**config.mk**
```make
export PLATFORM = sky130hd
export DESIGN_NAME = arbitro_memoria_flat
export DESIGN_NICKNAME = d
export VERILOG_FILES = /design/src/rtl/arbitro_memoria_if.sv /design/src/rtl/arbitro_memoria.sv /design/src/flat_wrapper.sv
export SDC_FILE = /design/constraint.sdc
export NUM_CORES = 1
export LEC_CHECK = 0
export ABC_AREA = 1
export ABC_CLOCK_PERIOD_IN_PS = 1580
export CAP_MARGIN = 0
export CORE_MARGIN = 8
export CORE_UTILIZATION = 33
export DETAILED_ROUTE_END_ITERATION = 10
export MAX_ROUTING_LAYER = met4
export PLACE_DENSITY = 0.79
export SYNTH_ARGS = -nofsm -noshare
export SYNTH_HDL_FRONTEND = slang
export SYNTH_SLANG_ARGS = --single-unit
```
**constraint.sdc**
```tcl
create_clock -name clk -period 1.58 [get_ports clk]
set_input_delay 0.474 -clock clk [delete_from_list [all_inputs] [get_ports clk]]
set_output_delay 0.474 -clock clk [all_outputs]
set_load 0.01 [all_outputs]
```
**src/rtl/arbitro_memoria_if.sv**
```systemverilog
// rtl/arbitro_memoria_if.sv - request/ack ports and memory bus of the instruction/data memory arbiter
interface arbitro_memoria_if #(
    parameter int BUS = 31
);
    logic           inst_req;
    logic [BUS:0]   inst_addr;
    logic           inst_ack;
    logic           inst_err;
    logic [BUS:0]   inst_rdata;
    logic           data_req;
    logic [BUS:0]   data_addr;
    logic           data_ack;
    logic [BUS:0]   data_rdata;
    logic           mem_enable;
    logic           mem_readmem;
    logic [BUS:0]   mem_dir_instru;
    logic [BUS:0]   mem_dir_mem;
    logic [BUS:0]   mem_dato_instru;
    logic [BUS:0]   mem_dato_mem;

    // arbiter side
    modport slave (
        input  inst_req, inst_addr, data_req, data_addr, mem_dato_instru, mem_dato_mem,
        output inst_ack, inst_err, inst_rdata, data_ack, data_rdata,
               mem_enable, mem_readmem, mem_dir_instru, mem_dir_mem
    );

    // requesters plus memory
    modport master (
        output inst_req, inst_addr, data_req, data_addr, mem_dato_instru, mem_dato_mem,
        input  inst_ack, inst_err, inst_rdata, data_ack, data_rdata,
               mem_enable, mem_readmem, mem_dir_instru, mem_dir_mem
    );
endinterface

```
**src/rtl/arbitro_memoria.sv**
```systemverilog
// rtl/arbitro_memoria.sv - arbiter sharing one registered memory between instruction fetch and data read ports
module arbitro_memoria #(
    parameter int BUS       = 31,
    parameter int DATA_PRIO = 0
) (
    input  logic                clk,
    input  logic                rst_n,
    arbitro_memoria_if.slave    bus
);
    typedef enum logic [2:0] {IDLE, ACC_I, ACC_D, CAP_I, CAP_D, ERR_I} state_t;

    state_t         state, state_n;
    logic           last_grant, last_grant_n;   // 1 = data port was granted last
    logic           mem_enable_q, mem_enable_n;
    logic           mem_readmem_q, mem_readmem_n;
    logic [BUS:0]   dir_instru_q, dir_instru_n;
    logic [BUS:0]   dir_mem_q, dir_mem_n;
    logic           inst_ack_q, inst_ack_n;
    logic           inst_err_q, inst_err_n;
    logic [BUS:0]   inst_rdata_q, inst_rdata_n;
    logic           data_ack_q, data_ack_n;
    logic [BUS:0]   data_rdata_q, data_rdata_n;
    logic           grant_inst, grant_data;

    // On a conflict the instruction port wins only under round-robin when data went last
    assign grant_inst = bus.inst_req &&
                        (!bus.data_req || ((DATA_PRIO == 0) && last_grant));
    assign grant_data = bus.data_req && !grant_inst;

    always_comb begin
        state_n       = state;
        last_grant_n  = last_grant;
        mem_enable_n  = 1'b1;
        mem_readmem_n = 1'b1;
        dir_instru_n  = dir_instru_q;
        dir_mem_n     = dir_mem_q;
        inst_ack_n    = 1'b0;
        inst_err_n    = 1'b0;
        inst_rdata_n  = inst_rdata_q;
        data_ack_n    = 1'b0;
        data_rdata_n  = data_rdata_q;
        case (state)
            IDLE: begin
                if (grant_inst) begin
                    last_grant_n = 1'b0;
                    if (bus.inst_addr[1:0] != 2'b00) begin
                        state_n = ERR_I;
                    end else begin
                        dir_instru_n = bus.inst_addr;
                        mem_enable_n = 1'b0;
                        state_n      = ACC_I;
                    end
                end else if (grant_data) begin
                    last_grant_n  = 1'b1;
                    dir_mem_n     = bus.data_addr;
                    mem_readmem_n = 1'b0;
                    state_n       = ACC_D;
                end
            end
            ACC_I: state_n = CAP_I;
            ACC_D: state_n = CAP_D;
            CAP_I: begin
                inst_rdata_n = bus.mem_dato_instru;
                inst_ack_n   = 1'b1;
                state_n      = IDLE;
            end
            CAP_D: begin
                data_rdata_n = bus.mem_dato_mem;
                data_ack_n   = 1'b1;
                state_n      = IDLE;
            end
            ERR_I: begin
                inst_rdata_n = '0;
                inst_err_n   = 1'b1;
                inst_ack_n   = 1'b1;
                state_n      = IDLE;
            end
            default: state_n = IDLE;
        endcase
    end

    always_ff @(posedge clk or negedge rst_n) begin
        if (!rst_n) begin
            state         <= IDLE;
            last_grant    <= 1'b1;
            mem_enable_q  <= 1'b1;
            mem_readmem_q <= 1'b1;
            dir_instru_q  <= '0;
            dir_mem_q     <= '0;
            inst_ack_q    <= 1'b0;
            inst_err_q    <= 1'b0;
            inst_rdata_q  <= '0;
            data_ack_q    <= 1'b0;
            data_rdata_q  <= '0;
        end else begin
            state         <= state_n;
            last_grant    <= last_grant_n;
            mem_enable_q  <= mem_enable_n;
            mem_readmem_q <= mem_readmem_n;
            dir_instru_q  <= dir_instru_n;
            dir_mem_q     <= dir_mem_n;
            inst_ack_q    <= inst_ack_n;
            inst_err_q    <= inst_err_n;
            inst_rdata_q  <= inst_rdata_n;
            data_ack_q    <= data_ack_n;
            data_rdata_q  <= data_rdata_n;
        end
    end

    assign bus.mem_enable     = mem_enable_q;
    assign bus.mem_readmem    = mem_readmem_q;
    assign bus.mem_dir_instru = dir_instru_q;
    assign bus.mem_dir_mem    = dir_mem_q;
    assign bus.inst_ack       = inst_ack_q;
    assign bus.inst_err       = inst_err_q;
    assign bus.inst_rdata     = inst_rdata_q;
    assign bus.data_ack       = data_ack_q;
    assign bus.data_rdata     = data_rdata_q;
endmodule

```
**src/flat_wrapper.sv**
```systemverilog
// flat-port wrapper written by rule: the top's interface ports become plain ports
module arbitro_memoria_flat 
#(
    parameter int BUS       = 31,
    parameter int DATA_PRIO = 0
)
  (clk, rst_n, bus_inst_req, bus_inst_addr, bus_data_req, bus_data_addr, bus_mem_dato_instru, bus_mem_dato_mem, bus_inst_ack, bus_inst_err, bus_inst_rdata, bus_data_ack, bus_data_rdata, bus_mem_enable, bus_mem_readmem, bus_mem_dir_instru, bus_mem_dir_mem);
  arbitro_memoria_if #(.BUS(BUS)) bus_i ();
  input  logic clk;
  input  logic rst_n;
  input wire logic [$bits(bus_i.inst_req)-1:0] bus_inst_req;
  input wire logic [$bits(bus_i.inst_addr)-1:0] bus_inst_addr;
  input wire logic [$bits(bus_i.data_req)-1:0] bus_data_req;
  input wire logic [$bits(bus_i.data_addr)-1:0] bus_data_addr;
  input wire logic [$bits(bus_i.mem_dato_instru)-1:0] bus_mem_dato_instru;
  input wire logic [$bits(bus_i.mem_dato_mem)-1:0] bus_mem_dato_mem;
  output wire logic [$bits(bus_i.inst_ack)-1:0] bus_inst_ack;
  output wire logic [$bits(bus_i.inst_err)-1:0] bus_inst_err;
  output wire logic [$bits(bus_i.inst_rdata)-1:0] bus_inst_rdata;
  output wire logic [$bits(bus_i.data_ack)-1:0] bus_data_ack;
  output wire logic [$bits(bus_i.data_rdata)-1:0] bus_data_rdata;
  output wire logic [$bits(bus_i.mem_enable)-1:0] bus_mem_enable;
  output wire logic [$bits(bus_i.mem_readmem)-1:0] bus_mem_readmem;
  output wire logic [$bits(bus_i.mem_dir_instru)-1:0] bus_mem_dir_instru;
  output wire logic [$bits(bus_i.mem_dir_mem)-1:0] bus_mem_dir_mem;
  assign bus_i.inst_req = bus_inst_req;
  assign bus_i.inst_addr = bus_inst_addr;
  assign bus_i.data_req = bus_data_req;
  assign bus_i.data_addr = bus_data_addr;
  assign bus_i.mem_dato_instru = bus_mem_dato_instru;
  assign bus_i.mem_dato_mem = bus_mem_dato_mem;
  assign bus_inst_ack = bus_i.inst_ack;
  assign bus_inst_err = bus_i.inst_err;
  assign bus_inst_rdata = bus_i.inst_rdata;
  assign bus_data_ack = bus_i.data_ack;
  assign bus_data_rdata = bus_i.data_rdata;
  assign bus_mem_enable = bus_i.mem_enable;
  assign bus_mem_readmem = bus_i.mem_readmem;
  assign bus_mem_dir_instru = bus_i.mem_dir_instru;
  assign bus_mem_dir_mem = bus_i.mem_dir_mem;
  arbitro_memoria #(.BUS(BUS), .DATA_PRIO(DATA_PRIO)) u_core (.clk(clk), .rst_n(rst_n), .bus(bus_i));
endmodule
```
# Word level (Yosys, flattened, before mapping)
# Index checks and enable logic that the tools add are counted.
# op_classes
eq_ne,6
muxes,16
bitwise,2
n_reduce_logical,13
# ops
operator,n
32-bit case mux with 2 select lines,1
1-bit 2-to-1 mux,11
3-bit 2-to-1 mux,3
3-bit case mux with 3 select lines,1
"3-bit by 2-bit == test with 1-bit output, second input constant",2
"3-bit == test, second input constant",2
3-bit AND reduction,2
2-bit nonzero test,3
"3-bit by 1-bit == test with 1-bit output, second input constant",1
3-bit zero test,1
"3-bit by 1-bit inequality test with 1-bit output, second input constant",1
1-bit logical AND,2
1-bit zero test,2
1-bit inverter,2
2-bit AND reduction,1
2-bit OR reduction,1
1-bit logical OR,1
# word_totals
register_bits,137
elab_cells,48

# Logic depth before layout (Yosys ltp)
# logic_depth
depth_word,8
mapped_depth,7

# Worst setup path after synthesis
# No wires, ideal clock.
# synth_path
path_type,reg2reg
startpoint,register u_core.last_grant
endpoint,"register u_core.dir_instru_q[10], in the netlist u_core.bus.mem_dir_instru[10]"
setup_time_ps,117
arrival_ps,1145
required_ps,1463
slack_ps,318
path_stages_with_launch,7
n_path_buf,1
synth_period_minus_slack_ps,1262
path_cell_list,dfstp_2 inv_1 a21boi_1 nand2_2 buf_2 nand2_1 nand2_1
# synth_between
elab_chain_len,3
# synth_lines
item,line,rtl
from (decl),arbitro_memoria.sv:13,"logic last_grant, last_grant_n;"
from (signal assigned),arbitro_memoria.sv:97,last_grant <= last_grant_n;
1-bit logical OR,arbitro_memoria.sv:27,(!bus.data_req || ((DATA_PRIO == 0) && last_grant));
1-bit logical AND,arbitro_memoria.sv:26,assign grant_inst = bus.inst_req &&
3-bit AND reduction (no source line),-,
to (signal assigned),arbitro_memoria.sv:100,dir_instru_q <= dir_instru_n;
to (decl),arbitro_memoria.sv:16,"logic [BUS:0] dir_instru_q, dir_instru_n;"
# Every way passes these cells.
# A chain may end at the register's enable or synchronous reset.

# Final worst setup path
# layout_path
startpoint,"register u_core.dir_mem_q[17], in the netlist u_core.bus.mem_dir_mem[17]"
endpoint,output bus_mem_dir_mem[17]
# layout_rtl
item,line,rtl
from (decl),arbitro_memoria.sv:17,"logic [BUS:0] dir_mem_q, dir_mem_n;"
from (signal assigned),arbitro_memoria.sv:101,dir_mem_q <= dir_mem_n;
to (decl),flat_wrapper.sv:25,output wire logic [$bits(bus_i.mem_dir_mem)-1:0] bus_mem_dir_mem;
# No word-level cell between the ends.

==> results.toml <==
[status]
status = "finished, final reports clean"

[yosys]
synth.cell_area_sq_mm = 0.00540
synthCells = 591
synth-seq-area-share = 0.636
syn_avg_cell_area_sq_um = 9.14
ys_ff_latch = 137
yosysWarningCount = 0
syn_nets = 723
yosysUniqueCellTypes = 17

[power]
powerDensity_mw_per_mm2 = 1850
combPwrFrac = 0.395
p_sw_frac = 0.352
p_seq_frac = 0.358
p_clk_frac = 0.247
p_int_mw = 10.8
p_sw_mw = 5.86
finalPower_mw = 16.6
leakage_nw = 4.54
vdd_ir_drop_max_mv = 0.769

[sta]
worstMarginPinSlew_ps = 285
clock_skew_ps = 9.45
min_period_ps = 1540
finalHoldViolCount = 0
holdWs_ps = 461
setup_tns_ps = 0
slew_headroom = 0.810
rsz0062_at_grt = "false"
slew_violations = 0
setup_viol = 0
max_freq_mhz = 648
period_share = 0.977

[worst_hold_path]
hold_path.class = "reg2reg"

[clock_network]
cts_buffer_depth = 2
htree_levels = 4
cts.clk_slew.worst_paths_ps = 60
clk_latency_ps = 410
cts_tree = "built"
numCtsBuffers = 17
clkSinkCount = 137
root_buffer = "clkbuf_16"

[placed_design]
placed_cell_area_sq_mm = 0.00843
placedCellCount = 1060
io_buffers = 264
routabilityCongestion = 0.834
dp_hpwl_um = 13000

[routing]
drt_iter0_drc = 305
dr.pass1.iters = 4
vias_per_cell = 4.48
post-route-drc-count = 0
detailroute.via_count = 4900
wl_um = 17400
wire_per_inst_um = 15.9
ant_nets = 0

[flow_run]
drv_cap = 0

[global_routing]
gr-usage-met2 = 0.275
grtUsageMet3 = 0.0504
grt_pass1_vias = 5047
gr-max-usage-layer = "met2"
grt_max_degree = 43
grt_pass1_wl_um = 26900
antenna_found_initial = 1
grtUsageTotal = 0.172
grt_util_met1 = 0.201
overflow = 0

[floorplan]
die_w_um = 144
core_sq_mm = 0.0159
rows = 46
num_io_pins = 265
die-area_sq_mm = 0.0207
fp.dieH_um = 144
initial_core_util = 0.339

[critical_path]
path_buf_inv = 1
crit_arrival_ps = 1070
critPathKind = "reg2out"
worstPathRequired_ps = 1110
max_stage_delay_ps = 370
start_kind = "flop"
cp_max_fo = 2
crit_family = "flip-flops"
crit_path_end_kind = "output pin"
slowest_stage = "dfrtp_1"
worstPathCellList = "dlygate4sd2_1"

[finish]
final_cells = 1094
design_area_sq_mm = 0.00899
synthToLayoutAreaGrowth_pct = 66.5
drive_gt1_frac = 0.0924
finish.net_count = 996
==> stage by stage <==
step | utilization | setup slack, ps
after floorplan | - | 318
after global placement | 0.529 | -189
after detailed placement | 0.529 | -233
after CTS | 0.560 | 0.206
after global routing | 0.564 | 0.526
final | 0.564 | 35.8
==> worst paths after layout <==
kind | from | end | slack [ps] | depth (start not counted)
min in group asynchronous | rst_n | u_core.bus.inst_err | 500 | 2
max | u_core.bus.mem_dir_mem[17] | bus_mem_dir_mem[17] | 40 | 1
min | u_core.bus.mem_dir_instru[29] | u_core.bus.mem_dir_instru[29] | 460 | 2
max in group asynchronous | rst_n | u_core.last_grant | 530 | 3
max reg2reg | u_core.state[1] | u_core.bus.data_rdata[5] | 200 | 5
min reg2reg | u_core.bus.mem_dir_instru[29] | u_core.bus.mem_dir_instru[29] | 460 | 2
==> layer usage <==
layer	up-vias	share of wire	wire length (um)
li1	2412	-	-
met1	2277	0.41	7140
met2	186	0.49	8530
met3	25	0.082	1420
met4	0	0.019	335
met5	-	0	0
==> cells in the final DEF (no fill, tap or decap), types with 2 or more instances in the layout <==
master           count
clkdlybuf4s15_1    105
nand2_1            231
clkbuf_16           17
clkbuf_2             6
inv_1               41
clkdlybuf4s50_1    130
nand3_1             98
nor2_4               2
o21ai_1             33
bufinv_16            3
inv_2                4
clkinv_2             5
dfrtp_1            134
clkbuf_8             3
clkinvlp_4           2
nand2_2              3
buf_2                2
dfstp_2              3
clkinv_4             2
buf_4               13
nor2_1               4
clkdlybuf4s15_2      2
dlygate4sd2_1       18
buf_12              10
==> Yosys cell counts, drive strengths merged <==
cell type	count	share of area
a21oi	1	0.0016
nand3	99	0.092
nor2	6	0.0069
nand2	234	0.16
a21boi	1	0.0014
dfstp	3	0.015
clkbuf	1	0.00093
inv	45	0.031
dfrtp	134	0.62
o21ai	34	0.032
buf	33	0.035
==> flip-flops by register name, summed over array words and instances, names as in the netlist, 3 cells and up <==
register / count
u_core.bus.mem_dir_mem: 32
u_core.bus.mem_dir_instru: 32
u_core.bus.data_rdata: 32
u_core.state: 3
u_core.bus.inst_rdata: 32
==> power groups by stage <==
| stage | clock, mW | sequential [mW] | combinational [mW] |
|---|---|---|---|
| finish | 4.11 | 5.96 | 6.58 |
| floorplan | 0 | 6.66 | 2.31 |
| global placement | 0 | 5.95 | 7.34 |
| global route | 4.36 | 6.14 | 7.24 |
| CTS | 4.21 | 5.93 | 6.59 |
| detailed placement | 0 | 5.98 | 7.53 |
==> worst reg2reg max path, delay by kind of cell (launching register included) <==
kind                   cells  cell delay, ps
flip-flops                 1             420
buffers and inverters      1             290
AND/OR/NAND/NOR            4             560
==> cell type report <==
class / instances / area, sq um
clock inverters: 12 / 148
fillers: 1392 / 6950
inverters: 45 / 169
multi-input cells: 375 / 1610
repair buffers: 288 / 2890
clock buffers: 20 / 467
diodes: 1 / 2.50
well taps: 216 / 270
flip-flops and latches: 137 / 3430
==> cell families after synthesis <==
family | Yosys count | share of synthesized area
AND/OR/NAND/NOR | 339 | 0.263
flip-flops | 137 | 0.636
buffers and inverters | 79 | 0.0672
AO/OA/AOI/OAI | 36 | 0.0345
==> what timing repair did <==
item | in CTS | in global routing
hold buffers | 1 | 0
endpoints found under the setup margin | 133 | 79
setup buffers | 0 | 0
hold endpoints to repair | 15 | 0
resized for setup | 181 | 79
(Power assumes the default switching activity.)
